## src/rtl/eb_pkg.sv

```systemverilog
// Shared definitions for the elastic buffer: occupancy state type and the
// helper that sizes the occupancy counter.
package eb_pkg;

    typedef enum logic [1:0] {
        EMPTY   = 2'd0,
        PARTIAL = 2'd1,
        FULL    = 2'd2
    } eb_state_e;

    // Bits needed to hold an occupancy of 0..depth inclusive.
    function automatic int unsigned count_width(input int unsigned depth);
        return $clog2(depth + 1);
    endfunction

endpackage : eb_pkg

```

## src/rtl/eb_storage.sv

```systemverilog
// Register array for the elastic buffer: DEPTH x DATA_WIDTH entries with one
// synchronous write port and one asynchronous read port. Contents need no reset.
//   clock    : rising-edge clock
//   i_we     : write enable
//   i_waddr  : write address
//   i_wdata  : write data
//   i_raddr  : read address
//   o_rdata  : read data (combinational from i_raddr)
module eb_storage #(
    parameter int unsigned DATA_WIDTH = 32,
    parameter int unsigned DEPTH      = 2,
    parameter int unsigned PTR_W      = $clog2(DEPTH)
) (
    input  logic                  clock,
    input  logic                  i_we,
    input  logic [PTR_W-1:0]      i_waddr,
    input  logic [DATA_WIDTH-1:0] i_wdata,
    input  logic [PTR_W-1:0]      i_raddr,
    output logic [DATA_WIDTH-1:0] o_rdata
);

    logic [DATA_WIDTH-1:0] r_mem [DEPTH];

    // Write port.
    always_ff @(posedge clock) begin
        if (i_we) begin
            r_mem[i_waddr] <= i_wdata;
        end
    end

    // Asynchronous read port.
    assign o_rdata = r_mem[i_raddr];

endmodule : eb_storage

```

## src/rtl/elastic_buffer.sv

```systemverilog
// Elastic buffer: small FIFO between a valid/ready producer and consumer.
// Occupancy is tracked as EMPTY / PARTIAL / FULL with an explicit count; the
// head entry is presented on io_dout. Also flags upstream withdrawing valid
// before acceptance as a sticky error.
//   clock      : rising-edge clock
//   reset      : synchronous active-low reset
//   io_din     : upstream payload        io_din_v  : upstream valid
//   io_din_r   : ready to upstream
//   io_dout    : head payload            io_dout_v : downstream valid
//   io_dout_r  : downstream ready
//   io_count   : current occupancy       io_err    : sticky protocol error
module elastic_buffer
    import eb_pkg::*;
#(
    parameter int unsigned DATA_WIDTH = 32,
    parameter int unsigned DEPTH      = 2
) (
    input  logic                          clock,
    input  logic                          reset,
    input  logic [DATA_WIDTH-1:0]         io_din,
    input  logic                          io_din_v,
    output logic                          io_din_r,
    output logic [DATA_WIDTH-1:0]         io_dout,
    output logic                          io_dout_v,
    input  logic                          io_dout_r,
    output logic [count_width(DEPTH)-1:0] io_count,
    output logic                          io_err
);

    localparam int unsigned PTR_W = $clog2(DEPTH);
    localparam int unsigned CNT_W = count_width(DEPTH);

    eb_state_e        r_state;
    eb_state_e        w_state_nxt;
    logic [CNT_W-1:0] r_count;
    logic [CNT_W-1:0] w_count_nxt;
    logic [PTR_W-1:0] r_wptr;
    logic [PTR_W-1:0] r_rptr;
    logic             r_stall;
    logic             r_err;
    logic             w_push;
    logic             w_pop;
    logic             w_din_r;
    logic             w_dout_v;

    // Handshake outputs decoded from registered state only (plus reset gating).
    always_comb begin
        w_din_r  = 1'b0;
        w_dout_v = 1'b0;
        if (reset && (r_state != FULL)) begin
            w_din_r = 1'b1;
        end
        if (r_state != EMPTY) begin
            w_dout_v = 1'b1;
        end
    end

    // Next occupancy and state from this cycle's push/pop.
    always_comb begin
        w_push      = io_din_v & w_din_r;
        w_pop       = w_dout_v & io_dout_r;
        w_count_nxt = r_count;
        w_state_nxt = r_state;
        case ({w_push, w_pop})
            2'b10:   w_count_nxt = r_count + CNT_W'(1);
            2'b01:   w_count_nxt = r_count - CNT_W'(1);
            default: w_count_nxt = r_count;
        endcase
        if (w_count_nxt == CNT_W'(0)) begin
            w_state_nxt = EMPTY;
        end else if (w_count_nxt == CNT_W'(DEPTH)) begin
            w_state_nxt = FULL;
        end else begin
            w_state_nxt = PARTIAL;
        end
    end

    // State, pointers, count and error tracker.
    always_ff @(posedge clock) begin
        if (!reset) begin
            r_state <= EMPTY;
            r_count <= '0;
            r_wptr  <= '0;
            r_rptr  <= '0;
            r_stall <= 1'b0;
            r_err   <= 1'b0;
        end else begin
            r_state <= w_state_nxt;
            r_count <= w_count_nxt;
            if (w_push) begin
                r_wptr <= r_wptr + PTR_W'(1);
            end
            if (w_pop) begin
                r_rptr <= r_rptr + PTR_W'(1);
            end
            // r_stall: valid was offered but refused at the previous edge.
            r_stall <= io_din_v & ~w_din_r;
            r_err   <= r_err | (r_stall & ~io_din_v);
        end
    end

    eb_storage #(
        .DATA_WIDTH (DATA_WIDTH),
        .DEPTH      (DEPTH),
        .PTR_W      (PTR_W)
    ) u_storage (
        .clock   (clock),
        .i_we    (w_push),
        .i_waddr (r_wptr),
        .i_wdata (io_din),
        .i_raddr (r_rptr),
        .o_rdata (io_dout)
    );

    assign io_din_r  = w_din_r;
    assign io_dout_v = w_dout_v;
    assign io_count  = r_count;
    assign io_err    = r_err;

endmodule : elastic_buffer

```

## config.mk

```make
export PLATFORM = sky130hd
export DESIGN_NAME = elastic_buffer
export DESIGN_NICKNAME = d
export VERILOG_FILES = /design/src/rtl/eb_pkg.sv /design/src/rtl/eb_storage.sv /design/src/rtl/elastic_buffer.sv
export SDC_FILE = /design/constraint.sdc
export NUM_CORES = 1
export LEC_CHECK = 0
export ABC_AREA = 1
export CAP_MARGIN = 20
export CORE_AREA = 10 10 92 94
export CTS_BUF_LIST = sky130_fd_sc_hd__clkbuf_8 sky130_fd_sc_hd__clkbuf_16
export CTS_CLUSTER_SIZE = 10
export DETAILED_ROUTE_END_ITERATION = 6
export DIE_AREA = 0 0 102 104
export GPL_TIMING_DRIVEN = 0
export PLACE_DENSITY = 0.73
export SKIP_CTS_REPAIR_TIMING = 1
export SLEW_MARGIN = 20
export SYNTH_ARGS = -nofsm -noshare
export SYNTH_HDL_FRONTEND = slang
export SYNTH_HIERARCHICAL = 1
export SYNTH_SLANG_ARGS = --single-unit
```

## constraint.sdc

```tcl
create_clock -name clock -period 2.9 [get_ports clock]
set_clock_uncertainty 0.2 [all_clocks]
set_input_delay 0.87 -clock clock [delete_from_list [all_inputs] [get_ports clock]]
set_output_delay 0.87 -clock clock [all_outputs]
set_load 0.1 [all_outputs]
```

# Yosys cells after proc, flatten, opt, wreduce, memory -nomap -nowiden
# Memories as Yosys holds them, arrays and structs flattened. A register that Yosys moved wholly into a read port is not among the register bits.
# Index checks and enable logic that the tools add are counted.
[totals]
ff_bits = 8
mem_bits_rw = 64
in_bits = 36
output_inout_bits = 37
wordCells = 35
mem_count = 1
[memory_table]
columns = ["memory", "depth", "word_bits", "read_ports", "rd_ports_with_merged_regs", "wr", "line_no", "text"]
rows = [
  ["u_storage.r_mem", 2, 32, 1, 1, 1, "eb_storage.sv:22", "logic [DATA_WIDTH-1:0] r_mem [DEPTH];"],
]
[classes]
add_sub_neg = 4
n_eq_ne = 4
n_mux = 8
n_bitwise = 8
n_reduce_logical = 4
[ops]
columns = ["op", "count"]
rows = [
  ["2-to-1 mux 1 bit", 6],
  ["bitwise AND 1 bit", 4],
  ["== test 2 bit (second input constant)", 2],
  ["one-hot mux 2 bit (2 select lines)", 1],
  ["NOT 1 bit", 3],
  ["adder 1 bit (second input constant)", 2],
  ["adder 2 x 1 -> 2 bit (second input constant)", 1],
  ["== test 2 x 1 -> 1 bit (second input constant)", 1],
  ["logical NOT 2 bit", 1],
  ["2-to-1 mux 2 bit", 1],
  ["inequality test 2 bit (second input constant)", 1],
  ["nonzero test 2 bit", 1],
  ["OR reduction 2 bit", 1],
  ["subtractor 2 x 1 -> 2 bit (second input constant)", 1],
  ["logical AND 1 bit", 1],
  ["OR 1 bit", 1],
]

# Depth between registers and ports, before layout
# Gate-level depths: netlist (run 1).
[logic_depth]
ltp_word = 8
mapped_depth = 11
depth_no_buf = 11

# Hierarchy
# Netlist (run 1), hierarchy kept.
[modules_own_cells]
columns = ["module", "n_inst", "cells_per_inst", "area_each_um2", "seq_area_each_um2"]
rows = [
  ["eb_storage", 1, 172, 2428.6, 1921.8],
  ["elastic_buffer", 1, 46, 351.6, 160.2],
]

# Worst setup path before layout (run 1)
# No wires, ideal clock.
[synth_path]
path_kind = "input -> output"
start = "input port reset"
end = "output port io_din_r"
arrival_ns = 2.412
required_ns = 1.830
slack_ns = -0.582
path_stages = 2
n_path_buf = 0
cell_sequence = "inv_1 -> a21oi_1"
[synth_via]
elab_chain_cells = 2
[synth_rtl]
columns = ["item", "line_no", "text"]
rows = [
  ["from (decl)", "elastic_buffer.sv:19", "input logic reset,"],
  ["logical AND 1 bit", "elastic_buffer.sv:50", "if (reset && (r_state != FULL)) begin"],
  ["2-to-1 mux 1 bit", "elastic_buffer.sv:50", ""],
  ["to (decl)", "elastic_buffer.sv:22", "output logic io_din_r,"],
]
# No other way between the ends.

==> results of run 1 <==
==> power groups by stage <==
stage,clock (W),combinational (W),sequential [W]
floorplan,0,0.00127,0.00135
global placement,0,0.00174,0.00128
detailed placement,0,0.00176,0.00128
CTS,0.000784,0.00176,0.00125
global route,0.000840,0.00172,0.00126
finish,0.000757,0.00163,0.00125
==> sequential cells by signal, summed over array words and instances, names as in the netlist <==
signal	flops
r_wptr	1
io_count	2
io_err	1
u_storage/r_mem	64
r_stall	1
r_state	2
r_rptr	1
==> final cells by class <==
type	instances	area share [%]
tap	80	2.703
clock buffer	12	4.764
timing repair buffer	73	16.55
sequential	72	56.22
multi-input combinational	121	14.56
buffer	7	2.568
clock inverter	4	0.6081
inverter	18	2.027
==> worst max-delay path: stages (launching register included) <==
cell and delay [ps]:
dfxtp_1 320, buf_6 140, inv_8 70, nand2_1 50
nand2_1 60, dlymetal6s2s_1 740
==> worst max path at each step <==
stage,start,end,slack [ps]
final,r_rptr$_SDFFE_PN0P_,io_dout[29],130
after global routing,r_rptr$_SDFFE_PN0P_,io_dout[29],60
after CTS,reset,io_din_r,-1050
after detailed placement,reset,io_din_r,-1040
after global placement,reset,io_din_r,-1030
after floorplan,reset,io_din_r,50
==> Yosys cell counts <==
cell type and count:
edfxtp_1 64, inv_8 1, xor2_1 1, nand2_1 91
nand3_2 3, inv_1 15, a21oi_1 3, dfxtp_1 8
buf_12 1, nor2_1 5, clkbuf_8 3, nand2_2 12
ha_1 1, inv_2 2, o21ai_1 3, buf_6 3
nor3_1 1, nand4_1 1
==> cell families after synthesis <==
logic type	share of synthesized area, %
AND/OR/NAND/NOR	17.15
flip-flops	74.89
buffers and inverters	6.120
AO/OA/AOI/OAI	1.080
XOR/XNOR	0.3151
adder cells (fa/ha/maj)	0.4500
==> cells in the final DEF (no fill, tap or decap), types with 2 or more instances in the layout <==
master | Yosys | routed
clkbuf_2 | 0 | 31
a21oi_1 | 3 | 2
inv_4 | 0 | 2
nand3_2 | 3 | 3
clkinv_2 | 0 | 2
nor2_1 | 5 | 4
inv_1 | 15 | 13
o21ai_1 | 3 | 3
dlymetal6s2s_1 | 0 | 6
buf_6 | 3 | 3
nand2_1 | 91 | 91
clkbuf_8 | 3 | 14
clkdlybuf4s50_1 | 0 | 34
nand2_2 | 12 | 12
edfxtp_1 | 64 | 64
inv_2 | 2 | 4
dfxtp_1 | 8 | 8
==> per-stage QoR <==
step | util (%) | total power (W) | setup TNS, ps | hold slack [ps]
finish | 55.43 | 0.003644 | 0 | 274.1
floorplan | - | 0.002615 | 0 | 237.8
detailed placement | 54.48 | 0.003034 | -3527 | 262.4
CTS | 57.45 | 0.003801 | -15600 | 284.0
global route | 55.43 | 0.003817 | 0 | 331.1
global placement | 53.99 | 0.003013 | -39850 | 241.6
==> metal layers <==
| metal | routed length, µm | global-route usage [%] | up-vias |
|---|---|---|---|
| li1 | - | - | 884 |
| met1 | 2267 | 11.02 | 830 |
| met2 | 2940 | 18.77 | 48 |
| met3 | 301 | 4.452 | 4 |
| met4 | 46 | 4.536 | 0 |
| met5 | 0 | 0 | - |
==> results by group, run 1 <==
Pwr
  • Int Pwr: 0.001935 W
  • Sequential power share: 34.4%
  • Leakage: 1.613 nW
  • Net Sw Frac: between 40% and 50%
  • P per Cell Area: 983.9 nW/µm²
  • Peak supply drop: 0.6528 mV
  • Combinational share of power: 44.8%
  • Clock Power Share: approximately a fifth
  • Switching power: 0.001709 W

Synthesis
  • Syn Inst Count: 218
  • Seq/Total Area, Yosys: 74.89%
  • Netlist Area Pre-Place: 2780 µm²
  • Ranking of synthesized cells by area: edfxtp_1 69%, nand2_1 12%, dfxtp_1 5.8%
  • Syn Area/Cell: about 13 µm²
  • Synth Net Count: ~260
  • Yosys warns: 6
  • Post-synthesis cell type count: 18
  • Cell taking the most area after synthesis: edfxtp_1
  • Synth Register Bits: roughly 70
  • Synth top area share: 69.13%

CTS
  • Sinks on Clock Net: 72
  • Clock Latency Late Sink: 330 ps
  • CTS H-tree lvls: 3
  • CTS buffer count: 9
  • CTS Root Cell: clkbuf_8
  • CTS Buffer Depth: 2
  • Clock-pin slew on the worst setup and hold paths: 70 ps
  • CTS tree: built

Routing
  • Post-route ant nets: 0
  • Post-route DRC: 0
  • Initial DRT Pass Iterations: 4
  • Vias after detailed routing: approximately 1800
  • Vias per Instance: approximately 4.6
  • Drt initial violations: 47
  • Total wire length: 5555 µm
  • DR WL/cell: 14.35 µm

Floorplan
  • Die Y: 104 µm
  • Core ar.: 6681 µm²
  • Boundary Pins: between 70 and 80
  • Die ar.: 10610 µm²
  • Row cnt: 30
  • Die Width: between 100 and 150 µm
  • Initial Util: 41.61%

STA
  • Max-slew headroom: 34.98%
  • Minimum clock period: 2773 ps
  • Measured slew at the worst slew-check pin: 973.8 ps
  • RSZ-0062 raised after global routing: no
  • Crit share post-route: 95.61%
  • Final-report hold violation count: 0
  • Setup violators final: 0
  • Max Slew Vio Count: 0
  • F_max: 0.3606 GHz
  • Fin worst setup slack: 127.2 ps

Worst hold path
  • Hold Crit Depth: 2
  • WHS Endpoint: io_err$_SDFF_PN0_
  • Worst Hold Class: flop to flop
  • Min-delay src: io_err$_SDFF_PN0_

Place
  • Inst Count DP: 371
  • Placed inst area: 3640 µm²
  • Dpl hpwl: 3896 µm
  • Port Buffers: 72
  • RePlAce Congestion: between 0.6 and 0.7
  • Pre-CTS setup slack: -1041 ps

Worst setup path
  • CP arrival: approximately 1700 ps
  • Worst reg-to-reg setup slack: 1080 ps
  • CP Max Fanout: 6
  • Crit path capture type: output port
  • Kind of critical path: flop to output port
  • RR Endpoint: u_storage/r_mem[0][24]$_DFFE_PP_
  • Worst R2R Start: r_state[0]$_SDFF_PP0_
  • R2R cell count: 7
  • Crit path launch type: flop
  • Worst EP required: between 1500 and 2000 ps

Job
  • Max_cap viols: 0

Final layout
  • Multi-input logic area: between 500 and 600 µm²
  • Share of cells above drive strength 1: around a quarter
  • Final non-filler cell area: 3704 µm²
  • FILL cells: roughly 600
  • Final Non-Filler Cells: 387
  • N_diodes: 0
  • Register area: 2082 µm²
  • Area Overhead vs Synth: 33.21%
  • Fin nets: 339

Global route
  • Vias in the first global route: 1802
  • GRT overflow: 0
  • Antenna violations before repair: 0
  • Global-route wire length before repair: just under 9000 µm
  • Largest net degree at the start of global routing: 33
  • Total Routing Usage GR: 10.82%

Status
  • Status: completed
No activity file was read; power rests on OpenSTA's default activity.
==> run 2: changes to the inputs <==
CORE_AREA = 2 2 100 102   (was 10 10 92 94)
GPL_ROUTABILITY_DRIVEN = 0   (was unset)
PLACE_DENSITY = 0.55   (was 0.73)
==> run 2 against run 1 <==
- combinational power is essentially flat
- final cell count grew 14%
- non-clock buffer count stayed put
- fmax decreased by 0.58%
- clock power is 13% higher
- via count is 0.34% higher
- power rose by 2.6%
- cell area grew 2.3%
- register-to-register slack lost 40 ps
- count of clock-buffer cells in the layout decreased by 3
- largest cell class unchanged
- largest power group unchanged
- highest routed layer unchanged
==> results by group, run 2 (same netlist as run 1, synthesis figures left out) <==
Routing
  • Vias after detailed routing: approximately 1800
  • Initial DRT Pass Iterations: 4
  • Post-route DRC: 0
  • Drt initial violations: 59
  • Vias per Instance: 4.027
  • Post-route ant nets: 0
  • DR WL/cell: 12.41 µm
  • Total wire length: 5461 µm

Final layout
  • FILL cells: 963
  • Max reg flops: 64
  • N_diodes: 0
  • Commonest non-fill, non-tap cell in the layout: nand2_1
  • Most frequent cells in the layout: 91 x nand2_1, 64 x edfxtp_1, 34 x clkdlybuf4s50_1
  • Fin util: 39.66%
  • Largest Register: u_storage/r_mem
  • Share of cells above drive strength 1: 25.08%
  • Fin nets: about 340
  • Area Overhead vs Synth: 36.23%

Worst setup path
  • Slowest Stage Delay on Critical Path: ~750 ps
  • Crit path capture type: output port
  • Slowest CP cell: dlymetal6s2s_1
  • CP Max Fanout: 6
  • Delay-heaviest family, CP: buffers and inverters
  • Kind of critical path: flop to output port
  • Crit path launch type: flop
  • Crit path buf inv count: 3
  • CP most frequent cell: nand2_1
  • Worst EP required: 1830 ps
  • CP arrival: 1720 ps
  • Crit-path cells: buf_6 > inv_8 > nand2_1 > nand2_1 > dlymetal6s2s_1
  • Worst reg-to-reg setup slack: about 1000 ps

STA
  • Measured slew at the worst slew-check pin: between 900 and 1000 ps
  • Max Slew Vio Count: 0
  • Minimum clock period: roughly 2800 ps
  • Final-report hold violation count: 0
  • Setup violators final: 0
  • F_max: 0.3586 GHz
  • Crit share post-route: 96.17%
  • RSZ-0062 raised after global routing: no
  • Max-slew headroom: 33.95%
  • Hold Slack: ~290 ps

CTS
  • CTS buffer count: 9
  • CTS Buffer Depth: 2
  • CTS Root Cell: clkbuf_8
  • CTS tree: built
  • Clock-pin slew on the worst setup and hold paths: 70 ps
  • Clock Latency Late Sink: approximately 340 ps
  • CTS H-tree lvls: 3
  • Sinks on Clock Net: 72

Global route
  • Vias in the first global route: 1847
  • Antenna violations before repair: 0
  • Total Routing Usage GR: 10.98%
  • GRT overflow: 0
  • Largest net degree at the start of global routing: 33
  • Global-route wire length before repair: around 8700 µm

Floorplan
  • Die ar.: 10610 µm²
  • Core ar.: 9549 µm²
  • Boundary Pins: 73
  • Row cnt: 36
  • Die Y: 104 µm
  • Die Width: 102 µm
  • Initial Util: 29.11%

Pwr
  • Peak supply drop: 0.4442 mV
  • Leakage: 1.603 nW
  • Power Total: 0.003739 W
  • P per Cell Area: 987.2 nW/µm²

Worst hold path
  • Worst Hold Class: flop to flop

Status
  • Status: completed

Place
  • Dpl hpwl: 3563 µm
  • Port Buffers: 72

Job
  • Max_cap viols: 0
-- run 2: changes by cell type in the layout (fill, tap and decap cells not counted) --
cell,change
clkinv_2,-2
clkbuf_8,-2
clkinv_1,+1
bufinv_16,+2
clkbuf_16,-1
inv_4,-2
clkinvlp_4,+3
inv_6,+1
buf_12,+2
buf_8,-1
buf_16,-1
-- run 2: report_power, final --
part / leakage [nW] / internal, W / switching, W
sequential: 0.653 / 0.00122 / 0.0000347
combinational: 0.851 / 0.000307 / 0.00132
clock: 0.0995 / 0.000484 / 0.000370
-- run 2: through the flow --
stage                     setup slack [ps]  area [µm²]  TNS, ps  cells
after CTS                            -1021        3918   -16820    440
after detailed placement             -1011        3699    -4609    424
final                                111.0        3787        0    440
after floorplan                      47.14        2786        0    218
after global placement               -1057        3674   -48390    423
after global routing                 7.863        3787        0    440
-- run 2: path summary, 6_finish.rpt --
| kind | start | end | cells past startpoint |
|---|---|---|---|
| max | r_rptr$_SDFFE_PN0P_ | io_dout[29] | 5 |
| min | r_stall$_SDFF_PN0_ | io_err$_SDFF_PN0_ | 2 |
| max reg2reg | r_state[0]$_SDFF_PP0_ | u_storage/r_mem[1][1]$_DFFE_PP_ | 6 |
| min reg2reg | r_stall$_SDFF_PN0_ | io_err$_SDFF_PN0_ | 2 |
-- run 2: tightest hold or removal path, stage by stage (launching register included) --
cell and delay, ps:
dfxtp_1 310, a21oi_1 60, nor2_1 80
-- run 2: routing by layer --
layer | routed length [µm] | track usage, % | part of all wire, %
met5 | 0 | 0 | 0
met4 | 30 | 3.143 | 0.55
met3 | 348 | 5.040 | 6.4
met2 | 2784 | 18.19 | 51
met1 | 2298 | 12.65 | 42
-- run 2: final cells by class --
class                           count  area (µm²)  share of cell area [%]
Buffer                              7       95.09                   2.511
Clock buffer                        9       123.9                   3.271
Clock inverter                      7       95.09                   2.511
Inverter                           18       75.07                   1.982
Multi-Input combinational cell    121       539.3                   14.24
Sequential cell                    72        2082                   54.97
Tap cell                          133       166.4                   4.394
Timing Repair Buffer               73       610.6                   16.12
